File: config.mk
export PLATFORM = sky130hd
export DESIGN_NAME = spi_master_multi_core
export DESIGN_NICKNAME = d
export VERILOG_FILES = /design/src/rtl/spi_multi_pkg.sv /design/src/rtl/spi_master_multi_core_engine.sv /design/src/rtl/spi_master_multi_core.sv
export SDC_FILE = /design/constraint.sdc
export NUM_CORES = 1
export LEC_CHECK = 0
export ABC_AREA = 1
export CAP_MARGIN = 10
export CORE_MARGIN = 4
export CORE_UTILIZATION = 43
export DETAILED_ROUTE_END_ITERATION = 8
export PLACE_DENSITY = 0.62
export SETUP_SLACK_MARGIN = 0.02
export SLEW_MARGIN = 5
export SYNTH_ARGS = -nofsm -noshare
export SYNTH_HDL_FRONTEND = slang
export SYNTH_SLANG_ARGS = --single-unit
export TNS_END_PERCENT = 50
File: constraint.sdc
create_clock -name clk -period 6.8 [get_ports clk]
set_clock_uncertainty 0.15 [all_clocks]
set_input_delay 1.02 -clock clk [delete_from_list [all_inputs] [get_ports clk]]
set_output_delay 1.02 -clock clk [all_outputs]
set_load 0.005 [all_outputs]
File: src/rtl/spi_multi_pkg.sv
// Shared types and register layout for the multi-device SPI master slot.
// The engine configuration snapshot is a packed struct so it can be latched as one unit.
package spi_multi_pkg;

  typedef enum logic [1:0] {IDLE, P0, P1} state_t;

  localparam logic [1:0] REG_RX   = 2'd0;
  localparam logic [1:0] REG_STAT = 2'd1;
  localparam logic [1:0] REG_SS   = 2'd1;
  localparam logic [1:0] REG_CTRL = 2'd2;
  localparam logic [1:0] REG_DATA = 2'd3;

  localparam int CTRL_DVSR  = 0;
  localparam int CTRL_CPOL  = 16;
  localparam int CTRL_CPHA  = 17;
  localparam int CTRL_LSB   = 18;
  localparam int CTRL_LEN   = 20;
  // Length field is decoded one bit wider than needed so oversize values clamp instead of wrapping.
  localparam int CTRL_LEN_W = 6;
  localparam int LEN_MAX_W  = 5;

  localparam logic [15:0] DVSR_RST = 16'd49;

  typedef struct packed {
    logic [15:0]          dvsr;
    logic                 cpol;
    logic                 cpha;
    logic                 lsb_first;
    logic [LEN_MAX_W-1:0] len;
  } spi_cfg_t;

  // Data-word position of the n-th bit on the wire.
  function automatic logic [LEN_MAX_W-1:0] bit_pos(input logic lsb_first,
                                                   input logic [LEN_MAX_W-1:0] len,
                                                   input logic [LEN_MAX_W-1:0] n);
    return lsb_first ? n : len - n;
  endfunction

endpackage

File: src/rtl/spi_master_multi_core_engine.sv
// Serial engine: phase FSM, clock divider, bit counter, tx/rx registers and sclk/mosi.
// Config is snapshotted on start so register writes during a transfer cannot disturb it.
module spi_master_engine
  import spi_multi_pkg::*;
#(
  parameter int W = 32
) (
  input  logic         clk,
  input  logic         reset,
  input  logic         start,
  input  spi_cfg_t     cfg,
  input  logic [W-1:0] din,
  output logic [W-1:0] dout,
  output logic         ready,
  output logic         sclk,
  output logic         mosi,
  input  logic         miso
);

  state_t               state_q, state_d;
  spi_cfg_t             snap_q, snap_d;
  logic [15:0]          cnt_q, cnt_d;
  logic [LEN_MAX_W-1:0] bit_q, bit_d;
  logic [W-1:0]         tx_q, tx_d, rx_q, rx_d, dout_q, dout_d;
  logic                 ready_q, ready_d, sclk_q, sclk_d, mosi_q, mosi_d;
  logic                 tick, phase_hi;

  always_ff @(posedge clk) begin
    if (reset) begin
      state_q <= IDLE;
      snap_q  <= '{dvsr: DVSR_RST, cpol: 1'b0, cpha: 1'b0, lsb_first: 1'b0,
                   len: LEN_MAX_W'(W-1)};
      cnt_q   <= '0;
      bit_q   <= '0;
      tx_q    <= '0;
      rx_q    <= '0;
      dout_q  <= '0;
      ready_q <= 1'b1;
      sclk_q  <= 1'b0;
      mosi_q  <= 1'b0;
    end else begin
      state_q <= state_d;
      snap_q  <= snap_d;
      cnt_q   <= cnt_d;
      bit_q   <= bit_d;
      tx_q    <= tx_d;
      rx_q    <= rx_d;
      dout_q  <= dout_d;
      ready_q <= ready_d;
      sclk_q  <= sclk_d;
      mosi_q  <= mosi_d;
    end
  end

  assign tick = (cnt_q == snap_q.dvsr);

  always_comb begin
    state_d  = state_q;
    snap_d   = snap_q;
    cnt_d    = cnt_q;
    bit_d    = bit_q;
    tx_d     = tx_q;
    rx_d     = rx_q;
    dout_d   = dout_q;
    ready_d  = ready_q;
    mosi_d   = mosi_q;
    case (state_q)
      IDLE: if (start) begin
        snap_d  = cfg;
        tx_d    = din;
        rx_d    = '0;
        bit_d   = '0;
        cnt_d   = '0;
        ready_d = 1'b0;
        state_d = P0;
        mosi_d  = din[bit_pos(cfg.lsb_first, cfg.len, '0)];
      end
      P0: if (tick) begin
        cnt_d = '0;
        rx_d[bit_pos(snap_q.lsb_first, snap_q.len, bit_q)] = miso;
        state_d = P1;
      end else cnt_d = cnt_q + 16'd1;
      P1: if (tick) begin
        cnt_d = '0;
        if (bit_q == snap_q.len) begin
          state_d = IDLE;
          ready_d = 1'b1;
          dout_d  = rx_q;
        end else begin
          bit_d   = bit_q + 1'b1;
          state_d = P0;
          mosi_d  = tx_q[bit_pos(snap_q.lsb_first, snap_q.len, bit_q + 1'b1)];
        end
      end else cnt_d = cnt_q + 16'd1;
      default: state_d = IDLE;
    endcase
    // sclk is derived from the next state so the pin lines up with the phase register.
    phase_hi = snap_d.cpha ? (state_d == P0) : (state_d == P1);
    sclk_d   = (state_d == IDLE) ? snap_d.cpol : (phase_hi ^ snap_d.cpol);
  end

  assign dout  = dout_q;
  assign ready = ready_q;
  assign sclk  = sclk_q;
  assign mosi  = mosi_q;

endmodule

File: src/rtl/spi_master_multi_core.sv
// MMIO wrapper: decodes slot writes into ss/ctrl registers, starts the engine, muxes reads.
// Slave selects are software-owned and follow register writes immediately.
module spi_master_multi_core
  import spi_multi_pkg::*;
#(
  parameter int W     = 32,
  parameter int N_SS  = 4,
  parameter int LEN_W = $clog2(W)
) (
  input  logic            clk,
  input  logic            reset,
  input  logic            cs,
  input  logic            read,
  input  logic            write,
  input  logic [4:0]      addr,
  input  logic [31:0]     wr_data,
  output logic [31:0]     rd_data,
  output logic            spi_sclk,
  output logic            spi_mosi,
  input  logic            spi_miso,
  output logic [N_SS-1:0] spi_ss_n
);

  localparam logic [CTRL_LEN_W-1:0] LEN_CAP = CTRL_LEN_W'(W-1);

  logic [N_SS-1:0]       ss_n_q;
  logic [15:0]           dvsr_q;
  logic                  cpol_q, cpha_q, lsb_q;
  logic [LEN_W-1:0]      len_q;
  logic [CTRL_LEN_W-1:0] len_wr;
  logic                  wr_en, start, ready;
  logic [W-1:0]          rx;
  spi_cfg_t              cfg;
  logic                  unused_ok;

  assign unused_ok = ^{read, addr[4:2]};
  assign wr_en  = cs && write;
  assign start  = wr_en && (addr[1:0] == REG_DATA);
  assign len_wr = wr_data[CTRL_LEN +: CTRL_LEN_W];

  always_ff @(posedge clk) begin
    if (reset) begin
      ss_n_q <= '1;
      dvsr_q <= DVSR_RST;
      cpol_q <= 1'b0;
      cpha_q <= 1'b0;
      lsb_q  <= 1'b0;
      len_q  <= LEN_W'(W-1);
    end else if (wr_en) begin
      case (addr[1:0])
        REG_SS: ss_n_q <= wr_data[N_SS-1:0];
        REG_CTRL: begin
          dvsr_q <= wr_data[CTRL_DVSR +: 16];
          cpol_q <= wr_data[CTRL_CPOL];
          cpha_q <= wr_data[CTRL_CPHA];
          lsb_q  <= wr_data[CTRL_LSB];
          len_q  <= (len_wr > LEN_CAP) ? LEN_CAP[LEN_W-1:0] : len_wr[LEN_W-1:0];
        end
        default: ;
      endcase
    end
  end

  assign cfg = '{dvsr: dvsr_q, cpol: cpol_q, cpha: cpha_q, lsb_first: lsb_q,
                 len: LEN_MAX_W'(len_q)};

  spi_master_engine #(.W(W)) u_engine (
    .clk   (clk),
    .reset (reset),
    .start (start),
    .cfg   (cfg),
    .din   (wr_data[W-1:0]),
    .dout  (rx),
    .ready (ready),
    .sclk  (spi_sclk),
    .mosi  (spi_mosi),
    .miso  (spi_miso)
  );

  always_comb begin
    rd_data = '0;
    case (addr[1:0])
      REG_RX:   rd_data[W-1:0] = rx;
      REG_STAT: rd_data[0]     = ready;
      default:  ;
    endcase
  end

  assign spi_ss_n = ss_n_q;

endmodule

==> metrics.yaml <==
postCtsSetupRepairBufs: 0
dr.pass1.iters: 5
grt_usage_pct: 19.51
nets: 1385
cts_tree: "yes"
drt.antenna.violating_nets: 0
fmax_ghz: 0.2207
core_area_mm2: 0.01972
tightest_slew_ns: 1.091
place.gp.congestion: 0.8920
synth_cells: 1286
slew_headroom_pct: 27.14
worstPathArrival_ns: 4.73
worstSetupPathType: "input port to flop"
grt_overflow_total: 0
cts.sinks: 174
reg2reg_depth: 11
via_count: 7958
placed_cell_area_mm2: 0.009592
root_buffer: "clkbuf_16"
grt_max_degree: 78
ys_seq_elements: 174
grt_pass1_vias: 7185
clkTransAtPathRegs_ns: 0.06
cts_buffer_depth: 2
drive_gt1_share_pct: 7.549
fin_area_mm2: 0.01014
die_h_um: 150.3
holdPathEnd: "u_engine.tx_q[22]"
worst_path_largest_cell_delay_ns: 0.72
numCtsBuffers: 17
status: "finished clean"
drt-vias-per-instance: 4.964
fin_crit_sh_pct: 66.63
synth_nets: 1345
cp-start-kind: "input port"
dieArea_mm2: 0.02260
p_leak_nw: 4.150
slew_violations: 0
r2r-start: "u_engine.state_q[0]"
fin_tns_setup_ns: 0
setup_viol: 0
ios: 81
grt_pass1_wl_mm: 35.82
reg2reg_slack_ns: 3.02
cp_slowest_cell: "a21oi_4"
htreeDepth: 4
clock_latency_ns: 0.43
hold_viol: 0
ys_warn_count: 0
hold_buffers: 0
syn_avg_cell_area_um2: 6.775
yosysSeqAreaShare_pct: 39.98
vdd_drop_max_mv: 0.1950
wl_per_cell_um: 13.37
whs_path_depth: 2
cp_data_required_time_ns: 7.00
period_needed_ns: 4.531
crit_chain: "clkdlybuf4s50_1, inv_2, nor3_4, nand2_2, buf_4, inv_2, a21oi_1, a21oi_4, and3_1, buf_4, nand2_1, a21oi_1"
min_from: "u_engine.tx_q[22]"
synth_cell_types: 40
rsz0062_at_grt: "no"
wirelength_mm: 21.44
holdCritPathClass: "flop to flop"
drtIter0Drc: 440
antennaDiodeCount: 0
rows: 51
die_w_um: 150.3
pwr_density_cell_mw_per_mm2: 217.1
area_growth_pct: 16.39
post_cts_resized: 0
cap_violations: 0
antenna_found_initial: 0
dp_hpwl_mm: 14.51
crit_path_max_fanout: 69
crit_path_end_kind: "flop"
remaining_drc_errors: 0
reg2reg_to: "u_engine.rx_q[11]"
initial_core_util_pct: 44.18
synth_area_mm2: 0.008712
io_buffer_count: 76
worst max path at each step:
stage               slack [ns]           endpoint  cells past startpoint    start
floorplan                 4.05        rd_data[21]                      4  addr[1]
global placement          1.87   u_engine.rx_q[5]                     12  addr[0]
detailed placement        1.86   u_engine.rx_q[9]                     12  addr[0]
CTS                       2.28  u_engine.rx_q[11]                     12  addr[0]
global route              1.97   u_engine.rx_q[5]                     12  addr[0]
finish                    2.27  u_engine.rx_q[11]                     12  addr[0]
placed cells by master (no fill, tap or decap), types with 3 or more instances in the layout:
master | Yosys | final
nor3_1 | 15 | 14
nand2_2 | 23 | 23
clkbuf_16 | 0 | 17
nand3_1 | 94 | 93
nor2_1 | 105 | 105
ha_1 | 14 | 14
clkinv_4 | 0 | 4
nand2_1 | 296 | 296
a211oi_1 | 4 | 4
inv_1 | 170 | 170
inv_2 | 10 | 11
clkdlybuf4s50_1 | 0 | 75
a21oi_2 | 20 | 20
o21ai_0 | 114 | 114
o211ai_1 | 31 | 31
dfxtp_1 | 174 | 174
a22oi_1 | 3 | 3
xor2_1 | 7 | 7
a21oi_1 | 117 | 117
clkinvlp_4 | 0 | 3
buf_4 | 1 | 8
synthesized netlist by cell type:
cell type | count | area share (%)
buf_1 | 5 | 0.22
or2_2 | 2 | 0.14
a211oi_1 | 4 | 0.34
nand3b_1 | 2 | 0.17
mux2i_1 | 1 | 0.11
a22oi_1 | 3 | 0.26
buf_6 | 1 | 0.13
dfxtp_1 | 174 | 40
xnor2_1 | 1 | 0.10
nor2_2 | 2 | 0.14
fa_1 | 2 | 0.46
nor3_1 | 15 | 0.86
a21oi_2 | 20 | 2.0
inv_2 | 10 | 0.43
xor2_1 | 7 | 0.70
a221oi_1 | 2 | 0.20
nor2_1 | 105 | 4.5
ha_1 | 14 | 2.0
and3_1 | 1 | 0.072
nor3_4 | 1 | 0.19
nor3_2 | 1 | 0.11
a21oi_1 | 117 | 6.7
o21bai_1 | 1 | 0.086
buf_8 | 2 | 0.34
o21a_1 | 2 | 0.17
nand2_2 | 23 | 1.7
nor4_1 | 1 | 0.072
nand2_1 | 296 | 13
clkinv_1 | 2 | 0.086
a21oi_4 | 1 | 0.19
buf_4 | 1 | 0.086
nand3_1 | 94 | 5.4
o311ai_0 | 1 | 0.10
inv_1 | 170 | 7.3
o21ai_0 | 114 | 6.5
o211ai_1 | 31 | 2.7
nand4_1 | 2 | 0.14
buf_2 | 6 | 0.34
clkbuf_1 | 48 | 2.1
o21ai_1 | 1 | 0.057
registers in the layout (all words and copies together), names as in the netlist:
signal	flops
cpha_q	1
cpol_q	1
dvsr_q	16
len_q	5
lsb_q	1
spi_ss_n	4
u_engine.bit_q	5
u_engine.cnt_q	16
u_engine.dout	32
u_engine.mosi	1
u_engine.ready	1
u_engine.rx_q	32
u_engine.sclk	1
u_engine.snap_q	24
u_engine.state_q	2
u_engine.tx_q	32
layout make-up:
cell class | count | area (um2)
Tap cell | 265 | 331.6
Fill cell | 1995 | 9578
Sequential cell | 174 | 3483
Timing Repair Buffer | 84 | 815.8
Clock inverter | 12 | 115.1
Multi-Input combinational cell | 867 | 4278
Clock buffer | 19 | 432.9
Inverter | 182 | 683.2
kinds of logic (layout without fill, tap and decap cells):
kind of cell / Yosys count / count (layout) / synth area share (%)
AO/OA/AOI/OAI: 297 / 297 / 19.36
XOR/XNOR: 8 / 8 / 0.8043
buffers and inverters: 245 / 297 / 11.03
adder cells (fa/ha/maj): 16 / 16 / 2.470
flip-flops: 174 / 174 / 39.98
AND/OR/NAND/NOR: 545 / 545 / 26.24
multiplexers: 1 / 1 / 0.1149
metal layers:
metal	GRT usage [%]	vias up	part of all wire [%]
li1	-	4225	-
met1	27.49	3587	50
met2	30.99	125	45
met3	3.281	21	3.7
met4	5.261	0	1.1
met5	0	-	0
through the flow:
stage	utilization (%)	total power [mW]	instances	hold slack [ns]	worst slack, ns
finish	51.42	2.201	1603	0.3027	2.269
global route	51.42	2.300	1603	0.3250	1.969
CTS	51.42	2.226	1603	0.3076	2.282
detailed placement	48.65	1.299	1572	0.2973	1.858
global placement	48.65	1.296	1572	0.2909	1.871
floorplan	-	1.218	1286	0.2745	4.054
power by group:
| group | internal (mW) | leakage (nW) | switching (mW) |
|---|---|---|---|
| Clock | 0.505 | 0.260 | 0.420 |
| Combinational | 0.0771 | 2.48 | 0.150 |
| Sequential | 1.04 | 1.41 | 0.0110 |
| Total | 1.62 | 4.15 | 0.582 |
critical path, delay by kind of cell:
kind	cells	cell delay, ns
AOI/OAI and AO/OA	3	1.05
buffers and inverters	5	1.92
and+or+nand+nor	4	0.70
(Power assumes the default switching activity.)
